===== src/rtl/dmem_port_arbiter_pkg.sv =====
// Shared types and defaults for the data-memory port arbiter.
package dmem_port_arbiter_pkg;

  localparam int AW_DEF         = 5;
  localparam int DW_DEF         = 32;
  localparam int HOST_SLICE_DEF = 8;

  typedef enum logic [1:0] {
    IDLE  = 2'd0,
    BURST = 2'd1,
    DRAIN = 2'd2
  } state_t;

  typedef enum logic [1:0] {
    OWN_NONE = 2'd0,
    OWN_CPU  = 2'd1,
    OWN_HOST = 2'd2
  } owner_t;

  // Width of a counter that must be able to hold the value 'slice'.
  function automatic int slice_width(input int slice);
    return (slice < 1) ? 1 : $clog2(slice + 1);
  endfunction

endpackage


===== src/rtl/dmem_port_arbiter_if.sv =====
// Bundle of CPU, host and memory signals around the data-memory arbiter.
// The slave modport is the arbiter's view; master is the surrounding system.
interface dmem_port_arbiter_if
  import dmem_port_arbiter_pkg::*;
#(
  parameter int AW = AW_DEF,
  parameter int DW = DW_DEF
);

  logic          cpu_req;
  logic          cpu_we;
  logic [AW-1:0] cpu_addr;
  logic [DW-1:0] cpu_wdata;
  logic          cpu_gnt;
  logic          cpu_rvalid;
  logic [DW-1:0] cpu_rdata;

  logic          host_start;
  logic          host_we;
  logic [AW-1:0] host_addr;
  logic [AW:0]   host_len;
  logic          host_wvalid;
  logic [DW-1:0] host_wdata;
  logic          host_wready;
  logic          host_rvalid;
  logic [DW-1:0] host_rdata;
  logic          host_done;
  logic          busy;

  logic          mem_en;
  logic          mem_we;
  logic [AW-1:0] mem_addr;
  logic [DW-1:0] mem_wdata;
  logic [DW-1:0] mem_rdata;

  modport slave (
    input  cpu_req, cpu_we, cpu_addr, cpu_wdata,
    input  host_start, host_we, host_addr, host_len, host_wvalid, host_wdata,
    input  mem_rdata,
    output cpu_gnt, cpu_rvalid, cpu_rdata,
    output host_wready, host_rvalid, host_rdata, host_done, busy,
    output mem_en, mem_we, mem_addr, mem_wdata
  );

  modport master (
    output cpu_req, cpu_we, cpu_addr, cpu_wdata,
    output host_start, host_we, host_addr, host_len, host_wvalid, host_wdata,
    output mem_rdata,
    input  cpu_gnt, cpu_rvalid, cpu_rdata,
    input  host_wready, host_rvalid, host_rdata, host_done, busy,
    input  mem_en, mem_we, mem_addr, mem_wdata
  );

endinterface


===== src/rtl/dmem_port_arbiter_burst_ctr.sv =====
// Host burst bookkeeping: current word address, beats still to issue and a
// flag marking the beat that finishes the burst.
module dmem_burst_ctr #(
  parameter int AW = 5
) (
  input  logic          clk,
  input  logic          rst_n,
  input  logic          load,
  input  logic [AW-1:0] base,
  input  logic [AW:0]   len,
  input  logic          beat,
  output logic [AW-1:0] addr,
  output logic          last
);

  logic [AW:0] remaining;

  // Latch the burst on start, then step the address (wrapping) and count down per beat.
  always_ff @(posedge clk or negedge rst_n) begin
    if (!rst_n) begin
      addr      <= '0;
      remaining <= '0;
    end else if (load) begin
      addr      <= base;
      remaining <= len;
    end else if (beat) begin
      addr      <= addr + AW'(1);
      remaining <= remaining - (AW+1)'(1);
    end
  end

  assign last = (remaining == (AW+1)'(1));

endmodule


===== src/rtl/dmem_port_arbiter.sv =====
// Shares the single-port data memory between the CPU load/store port and the
// host burst port. Host bursts have priority, but a waiting CPU request is
// guaranteed a slot after HOST_SLICE consecutive host beats.
module dmem_port_arbiter
  import dmem_port_arbiter_pkg::*;
#(
  parameter int AW         = AW_DEF,
  parameter int DW         = DW_DEF,
  parameter int HOST_SLICE = HOST_SLICE_DEF
) (
  input logic          clk,
  input logic          rst_n,
  dmem_port_arbiter_if.slave bus
);

  localparam int SW = slice_width(HOST_SLICE);

  state_t        state;
  owner_t        owner;
  logic          run;
  logic          burst_we;
  logic          host_done_q;
  logic          cpu_rvalid_q;
  logic          host_rvalid_q;
  logic [SW-1:0] slice_cnt;

  logic          stall;
  logic          cpu_gnt;
  logic          host_beat;
  logic          burst_load;
  logic [AW-1:0] burst_addr;
  logic          burst_last;

  logic          mem_en;
  logic          mem_we;
  logic [AW-1:0] mem_addr;
  logic [DW-1:0] mem_wdata;

  assign stall      = (state == BURST) && bus.cpu_req && (slice_cnt == SW'(HOST_SLICE));
  assign cpu_gnt    = run && bus.cpu_req && ((state != BURST) || stall);
  assign host_beat  = (state == BURST) && !stall && (!burst_we || bus.host_wvalid);
  assign burst_load = (state == IDLE) && bus.host_start && (bus.host_len != '0);

  dmem_burst_ctr #(
    .AW(AW)
  ) u_burst_ctr (
    .clk  (clk),
    .rst_n(rst_n),
    .load (burst_load),
    .base (bus.host_addr),
    .len  (bus.host_len),
    .beat (host_beat),
    .addr (burst_addr),
    .last (burst_last)
  );

  // Burst FSM plus the registered status, read-return and starvation-slice state.
  // 'run' holds off the combinational CPU grant until the first edge after reset.
  always_ff @(posedge clk or negedge rst_n) begin
    if (!rst_n) begin
      state         <= IDLE;
      run           <= 1'b0;
      burst_we      <= 1'b0;
      host_done_q   <= 1'b0;
      cpu_rvalid_q  <= 1'b0;
      host_rvalid_q <= 1'b0;
      slice_cnt     <= '0;
    end else begin
      run           <= 1'b1;
      host_done_q   <= 1'b0;
      cpu_rvalid_q  <= cpu_gnt && !bus.cpu_we;
      host_rvalid_q <= host_beat && !burst_we;

      if ((state != BURST) || !bus.cpu_req || stall) begin
        slice_cnt <= '0;
      end else if (host_beat) begin
        slice_cnt <= slice_cnt + SW'(1);
      end

      case (state)
        IDLE: begin
          if (bus.host_start) begin
            if (bus.host_len != '0) begin
              burst_we <= bus.host_we;
              state    <= BURST;
            end else begin
              host_done_q <= 1'b1;
            end
          end
        end
        BURST: begin
          if (host_beat && burst_last) begin
            host_done_q <= 1'b1;
            state       <= DRAIN;
          end
        end
        DRAIN: begin
          state <= IDLE;
        end
        default: begin
          state <= IDLE;
        end
      endcase
    end
  end

  // Pick the single owner of the memory slot this cycle; CPU grant always wins when issued.
  always_comb begin
    owner = OWN_NONE;
    if (cpu_gnt) begin
      owner = OWN_CPU;
    end else if (host_beat) begin
      owner = OWN_HOST;
    end
  end

  // Drive the memory port from the granted owner only; idle slots present all zeros.
  always_comb begin
    mem_en    = 1'b0;
    mem_we    = 1'b0;
    mem_addr  = '0;
    mem_wdata = '0;
    case (owner)
      OWN_CPU: begin
        mem_en    = 1'b1;
        mem_we    = bus.cpu_we;
        mem_addr  = bus.cpu_addr;
        mem_wdata = bus.cpu_we ? bus.cpu_wdata : '0;
      end
      OWN_HOST: begin
        mem_en    = 1'b1;
        mem_we    = burst_we;
        mem_addr  = burst_addr;
        mem_wdata = burst_we ? bus.host_wdata : '0;
      end
      default: begin
      end
    endcase
  end

  assign bus.mem_en      = mem_en;
  assign bus.mem_we      = mem_we;
  assign bus.mem_addr    = mem_addr;
  assign bus.mem_wdata   = mem_wdata;

  assign bus.cpu_gnt     = cpu_gnt;
  assign bus.cpu_rvalid  = cpu_rvalid_q;
  assign bus.host_rvalid = host_rvalid_q;

  // Read data is gated by its valid so that every output is zero while in reset.
  assign bus.cpu_rdata   = cpu_rvalid_q  ? bus.mem_rdata : '0;
  assign bus.host_rdata  = host_rvalid_q ? bus.mem_rdata : '0;

  assign bus.host_wready = host_beat && burst_we;
  assign bus.host_done   = host_done_q;
  assign bus.busy        = (state != IDLE);

endmodule


===== src/flat_wrapper.sv =====
// flat-port wrapper written by rule: the top's interface ports become plain ports
module dmem_port_arbiter_flat import dmem_port_arbiter_pkg::*;
#(
  parameter int AW         = AW_DEF,
  parameter int DW         = DW_DEF,
  parameter int HOST_SLICE = HOST_SLICE_DEF
)
  (clk, rst_n, bus_cpu_req, bus_cpu_we, bus_cpu_addr, bus_cpu_wdata, bus_host_start, bus_host_we, bus_host_addr, bus_host_len, bus_host_wvalid, bus_host_wdata, bus_mem_rdata, bus_cpu_gnt, bus_cpu_rvalid, bus_cpu_rdata, bus_host_wready, bus_host_rvalid, bus_host_rdata, bus_host_done, bus_busy, bus_mem_en, bus_mem_we, bus_mem_addr, bus_mem_wdata);
  dmem_port_arbiter_if #(.AW(AW), .DW(DW)) bus_i ();
  input logic clk;
  input logic rst_n;
  input wire logic [$bits(bus_i.cpu_req)-1:0] bus_cpu_req;
  input wire logic [$bits(bus_i.cpu_we)-1:0] bus_cpu_we;
  input wire logic [$bits(bus_i.cpu_addr)-1:0] bus_cpu_addr;
  input wire logic [$bits(bus_i.cpu_wdata)-1:0] bus_cpu_wdata;
  input wire logic [$bits(bus_i.host_start)-1:0] bus_host_start;
  input wire logic [$bits(bus_i.host_we)-1:0] bus_host_we;
  input wire logic [$bits(bus_i.host_addr)-1:0] bus_host_addr;
  input wire logic [$bits(bus_i.host_len)-1:0] bus_host_len;
  input wire logic [$bits(bus_i.host_wvalid)-1:0] bus_host_wvalid;
  input wire logic [$bits(bus_i.host_wdata)-1:0] bus_host_wdata;
  input wire logic [$bits(bus_i.mem_rdata)-1:0] bus_mem_rdata;
  output wire logic [$bits(bus_i.cpu_gnt)-1:0] bus_cpu_gnt;
  output wire logic [$bits(bus_i.cpu_rvalid)-1:0] bus_cpu_rvalid;
  output wire logic [$bits(bus_i.cpu_rdata)-1:0] bus_cpu_rdata;
  output wire logic [$bits(bus_i.host_wready)-1:0] bus_host_wready;
  output wire logic [$bits(bus_i.host_rvalid)-1:0] bus_host_rvalid;
  output wire logic [$bits(bus_i.host_rdata)-1:0] bus_host_rdata;
  output wire logic [$bits(bus_i.host_done)-1:0] bus_host_done;
  output wire logic [$bits(bus_i.busy)-1:0] bus_busy;
  output wire logic [$bits(bus_i.mem_en)-1:0] bus_mem_en;
  output wire logic [$bits(bus_i.mem_we)-1:0] bus_mem_we;
  output wire logic [$bits(bus_i.mem_addr)-1:0] bus_mem_addr;
  output wire logic [$bits(bus_i.mem_wdata)-1:0] bus_mem_wdata;
  assign bus_i.cpu_req = bus_cpu_req;
  assign bus_i.cpu_we = bus_cpu_we;
  assign bus_i.cpu_addr = bus_cpu_addr;
  assign bus_i.cpu_wdata = bus_cpu_wdata;
  assign bus_i.host_start = bus_host_start;
  assign bus_i.host_we = bus_host_we;
  assign bus_i.host_addr = bus_host_addr;
  assign bus_i.host_len = bus_host_len;
  assign bus_i.host_wvalid = bus_host_wvalid;
  assign bus_i.host_wdata = bus_host_wdata;
  assign bus_i.mem_rdata = bus_mem_rdata;
  assign bus_cpu_gnt = bus_i.cpu_gnt;
  assign bus_cpu_rvalid = bus_i.cpu_rvalid;
  assign bus_cpu_rdata = bus_i.cpu_rdata;
  assign bus_host_wready = bus_i.host_wready;
  assign bus_host_rvalid = bus_i.host_rvalid;
  assign bus_host_rdata = bus_i.host_rdata;
  assign bus_host_done = bus_i.host_done;
  assign bus_busy = bus_i.busy;
  assign bus_mem_en = bus_i.mem_en;
  assign bus_mem_we = bus_i.mem_we;
  assign bus_mem_addr = bus_i.mem_addr;
  assign bus_mem_wdata = bus_i.mem_wdata;
  dmem_port_arbiter #(.AW(AW), .DW(DW), .HOST_SLICE(HOST_SLICE)) u_core (.clk(clk), .rst_n(rst_n), .bus(bus_i));
endmodule

===== config.mk =====
export PLATFORM = sky130hd
export DESIGN_NAME = dmem_port_arbiter_flat
export DESIGN_NICKNAME = d
export VERILOG_FILES = /design/src/rtl/dmem_port_arbiter_pkg.sv /design/src/rtl/dmem_port_arbiter_if.sv /design/src/rtl/dmem_port_arbiter_burst_ctr.sv /design/src/rtl/dmem_port_arbiter.sv /design/src/flat_wrapper.sv
export SDC_FILE = /design/constraint.sdc
export NUM_CORES = 1
export LEC_CHECK = 0
export ABC_AREA = 1
export BUFFER_PORTS_ARGS = -buffer_cell sky130_fd_sc_hd__buf_2
export CAP_MARGIN = 20
export CORE_AREA = 3 3 87 89
export CTS_BUF_LIST = sky130_fd_sc_hd__clkbuf_16
export DETAILED_ROUTE_END_ITERATION = 8
export DIE_AREA = 0 0 90 92
export PLACE_DENSITY_LB_ADDON = 0.05
export SETUP_SLACK_MARGIN = 0.2
export SLEW_MARGIN = 5
export SYNTH_ARGS = -nofsm -noshare
export SYNTH_HDL_FRONTEND = slang
export SYNTH_SLANG_ARGS = --single-unit

===== constraint.sdc =====
create_clock -name clk -period 2 [get_ports clk]
set_input_delay 0.1 -clock clk [delete_from_list [all_inputs] [get_ports clk]]
set_output_delay 0.1 -clock clk [all_outputs]
set_load 0.02 [all_outputs]

==> impl_metrics.ini <==
[global_routing]
overflow = 0
grt_pass1_vias = 3048
grt_pass1_wl_um = 15300
grt_max_degree = 34
antenna_found_initial = 0
grt.total_usage = 0.227

[sta]
tightest_slew_ns = 0.516
period_minus_slack_ns = 1.96
final-setup-viol-count = 0
final-hold-violation-count = 0
rsz0062_at_grt = yes
fmaxAchievable_mhz = 511
post-route-period-util = 0.979
timing.hold.ws_ns = 0.0590
drv_slew = 0
final.setup_skew_ns = 0.00162
tns_ns = 0
max-slew-margin-rel = 0.656
timing.final.ws_setup_ns = 0.0423

[clock_network]
clk_pin_slew_ns = 0.06
ctsLongestPathBuffers = 2
ctsRootBufferMaster = clkbuf_16
clk_latency_ns = 0.26
cts.htree.levels = 1
cts_sinks = 22
cts_buffers = 3
cts_tree = yes

[setup_path]
crit_chain = inv_2, ha_4, nand4_4, buf_12, nand3_4, nor2_4, buf_12, clkbuf_16, nand2_2, nand2_2, buf_6
path_buf_inv = 5
crit_fanout = 6
crit_family = buffers and inverters
r2r-start = u_core.slice_cnt[1]
path_depth = 11
worstPathRequired_ns = 1.90
crit_type = flip-flop to output pin
critPathCapture = bus_mem_wdata[31]
cpPeakStageDelay_ns = 0.39
crit_start = u_core.slice_cnt[1]
cp-start-kind = flip-flop
reg2reg_slack_ns = 0.38
end_kind = output pin
timing.rr.end = u_core.u_burst_ctr.addr[2]
r2r_cells = 10
worst_ep_arrival_time_ns = 1.86
crit_path_top_delay_cell = dfrtp_1

[cells_and_area]
fin_nets = 806
antenna_cells = 0
drive_gt1_frac = 0.504
area_delta_synth_final_pct = 88.5
finish.utilization = 0.659

[synthesis]
synth_area_mm2 = 0.00239
ys_seq_area_frac = 0.230
yosysWarnings = 0
netlist_instances = 431
synth_cell_type_count = 27
syn_area_per_cell_um2 = 5.54
ys_ff_latch = 22
synth_nets = 555

[drt]
avgRoutedWirePerCell_um = 14.9
drtIter0Drc = 117
ant_nets = 0
via_per_inst = 4.51
dr.pass1.iters = 4
via_count = 3508
drt-total-wl_um = 11600
drc = 0

[power]
power_frac_comb = 0.754
power_density_mw_per_mm2 = 1200
swShare = 0.500
ir_drop_mv = 0.689
power_mw = 5.43
switchingPower_mw = 2.71
p_int_mw = 2.71
p_seq_frac = 0.141
clock_power_share = 0.105
power_leakage_nw = 3.11

[worst_hold_path]
min_path_type = primary input to flip-flop

[floorplan]
dieArea_mm2 = 0.00828
die_width_um = 90
initial_core_util = 0.350
rows = 30
ios = 228
die_h_um = 92
core_mm2 = 0.00683

[place]
gp_congestion = 0.871
dpl.hpwl_um = 8110
place_ws_ns = 0.193
port_buffers = 227

[run]
drv_cap = 0

[run_status]
outcome = completed
[power groups by stage]
| stage | clock (mW) | sequential (mW) | combinational [mW] |
|---|---|---|---|
| finish | 0.569 | 0.766 | 4.09 |
| global route | 0.589 | 0.793 | 4.40 |
| CTS | 0.572 | 0.763 | 3.42 |
| detailed placement | 0 | 0.776 | 3.04 |
| global placement | 0 | 0.771 | 3.03 |
| floorplan | 0 | 0.756 | 2.10 |
[worst min path at each step]
stage	start	to	slack [ns]	depth (start not counted)
final	bus_host_we	u_core.burst_we	0.06	3
after global placement	rst_n	u_core.bus.host_done	0.11	1
after detailed placement	rst_n	u_core.bus.host_done	0.11	1
after floorplan	rst_n	u_core.burst_we	-0.20	0
after global routing	bus_host_len[5]	u_core.u_burst_ctr.remaining[5]	0.08	3
after CTS	bus_host_we	u_core.burst_we	0.06	3
[what timing repair did]
action,CTS,global route
hold endpoints to repair,23,0
setup buffers,9,9
setup endpoints to repair,39,38
gates resized for setup,65,79
gates cloned,1,6
hold buffers,2,0
pin swaps,5,26
[synth_stat cells]
master | n | share of area
nand2_1 | 217 | 0.34
inv_1 | 83 | 0.13
nand3_1 | 33 | 0.069
dfrtp_1 | 22 | 0.23
nand2_2 | 9 | 0.024
nor2_1 | 9 | 0.014
nand4_1 | 8 | 0.021
clkbuf_1 | 7 | 0.011
buf_4 | 5 | 0.016
ha_1 | 5 | 0.026
inv_2 | 5 | 0.0079
o21ai_0 | 5 | 0.010
nor2_4 | 4 | 0.019
buf_2 | 2 | 0.0042
buf_6 | 2 | 0.0094
nand2_4 | 2 | 0.0094
o31ai_1 | 2 | 0.0063
xor2_1 | 2 | 0.0073
buf_8 | 1 | 0.0063
conb_1 | 1 | 0.0016
nand3_4 | 1 | 0.0073
nand4_4 | 1 | 0.0089
nor2_8 | 1 | 0.0084
o21ai_1 | 1 | 0.0021
o21bai_1 | 1 | 0.0031
o22ai_1 | 1 | 0.0026
xnor2_1 | 1 | 0.0037
[stage by stage]
stage	std cells	area [um^2]
after floorplan	431	2390
after global placement	746	3610
after detailed placement	746	3610
after CTS	762	4070
after global routing	777	4500
final	777	4500
[layout by cell type (no fill, tap or decap)]
master         instances
clkinvlp_4             1
buf_4                 19
nand2_1              167
inv_1                 80
dlygate4sd3_1          2
nand4_1                8
o21ai_0                4
nand2_2               49
nand3_4                1
buf_2                193
dfrtp_2                1
nor2_1                 9
clkbuf_16              7
nand2_4               12
buf_16                 1
nand4_4                1
buf_12                 6
nor2_4                 4
conb_1                 1
ha_4                   1
nand3_1               33
buf_6                 37
nor2_8                 1
o22ai_1                1
xnor2_1                1
o31ai_1                2
ha_1                   4
inv_2                  7
o21bai_1               1
bufinv_16              1
dfrtp_1               21
o21ai_1                2
buf_8                  1
xor2_1                 2
[kinds of logic after synthesis]
kind of cell | synth area share
AO/OA/AOI/OAI | 0.0246
XOR/XNOR | 0.0110
adder cells (fa/ha/maj) | 0.0262
buffers and inverters | 0.185
flip-flops | 0.230
other | 0.00157
AND/OR/NAND/NOR | 0.521
[routing by layer]
metal	vias to the layer above	global-route usage	share of wire
li1	1762	-	-
met1	1560	0.265	0.37
met2	151	0.432	0.52
met3	35	0.0402	0.067
met4	0	0.0472	0.036
met5	-	0	0
[registers in the layout, summed over array words and instances (netlist names)]
name                          cells
u_core.bus.host_done              1
u_core.u_burst_ctr.addr           5
u_core.burst_we                   1
u_core.state                      2
u_core.bus.host_rvalid            1
u_core.run                        1
u_core.bus.cpu_rvalid             1
u_core.slice_cnt                  4
u_core.u_burst_ctr.remaining      6
[layout make-up]
type                       instances  area, um^2
fill                             638        2330
clock inverter                     1        30.0
clock buffer                       3        75.1
timing repair buffer             263        1810
multi-input combinational        304        1590
inverter                          88         334
sequential                        22         552
tap                               96         120
[worst register-to-register path: stages (launching register included)]
cell	delay, ns
dfrtp_1	0.39
inv_2	0.09
ha_4	0.15
nand4_4	0.10
buf_12	0.16
nand3_4	0.08
buf_4	0.13
buf_6	0.15
nand2_2	0.12
nand2_1	0.10
nand2_1	0.05
(Power assumes the default switching activity.)
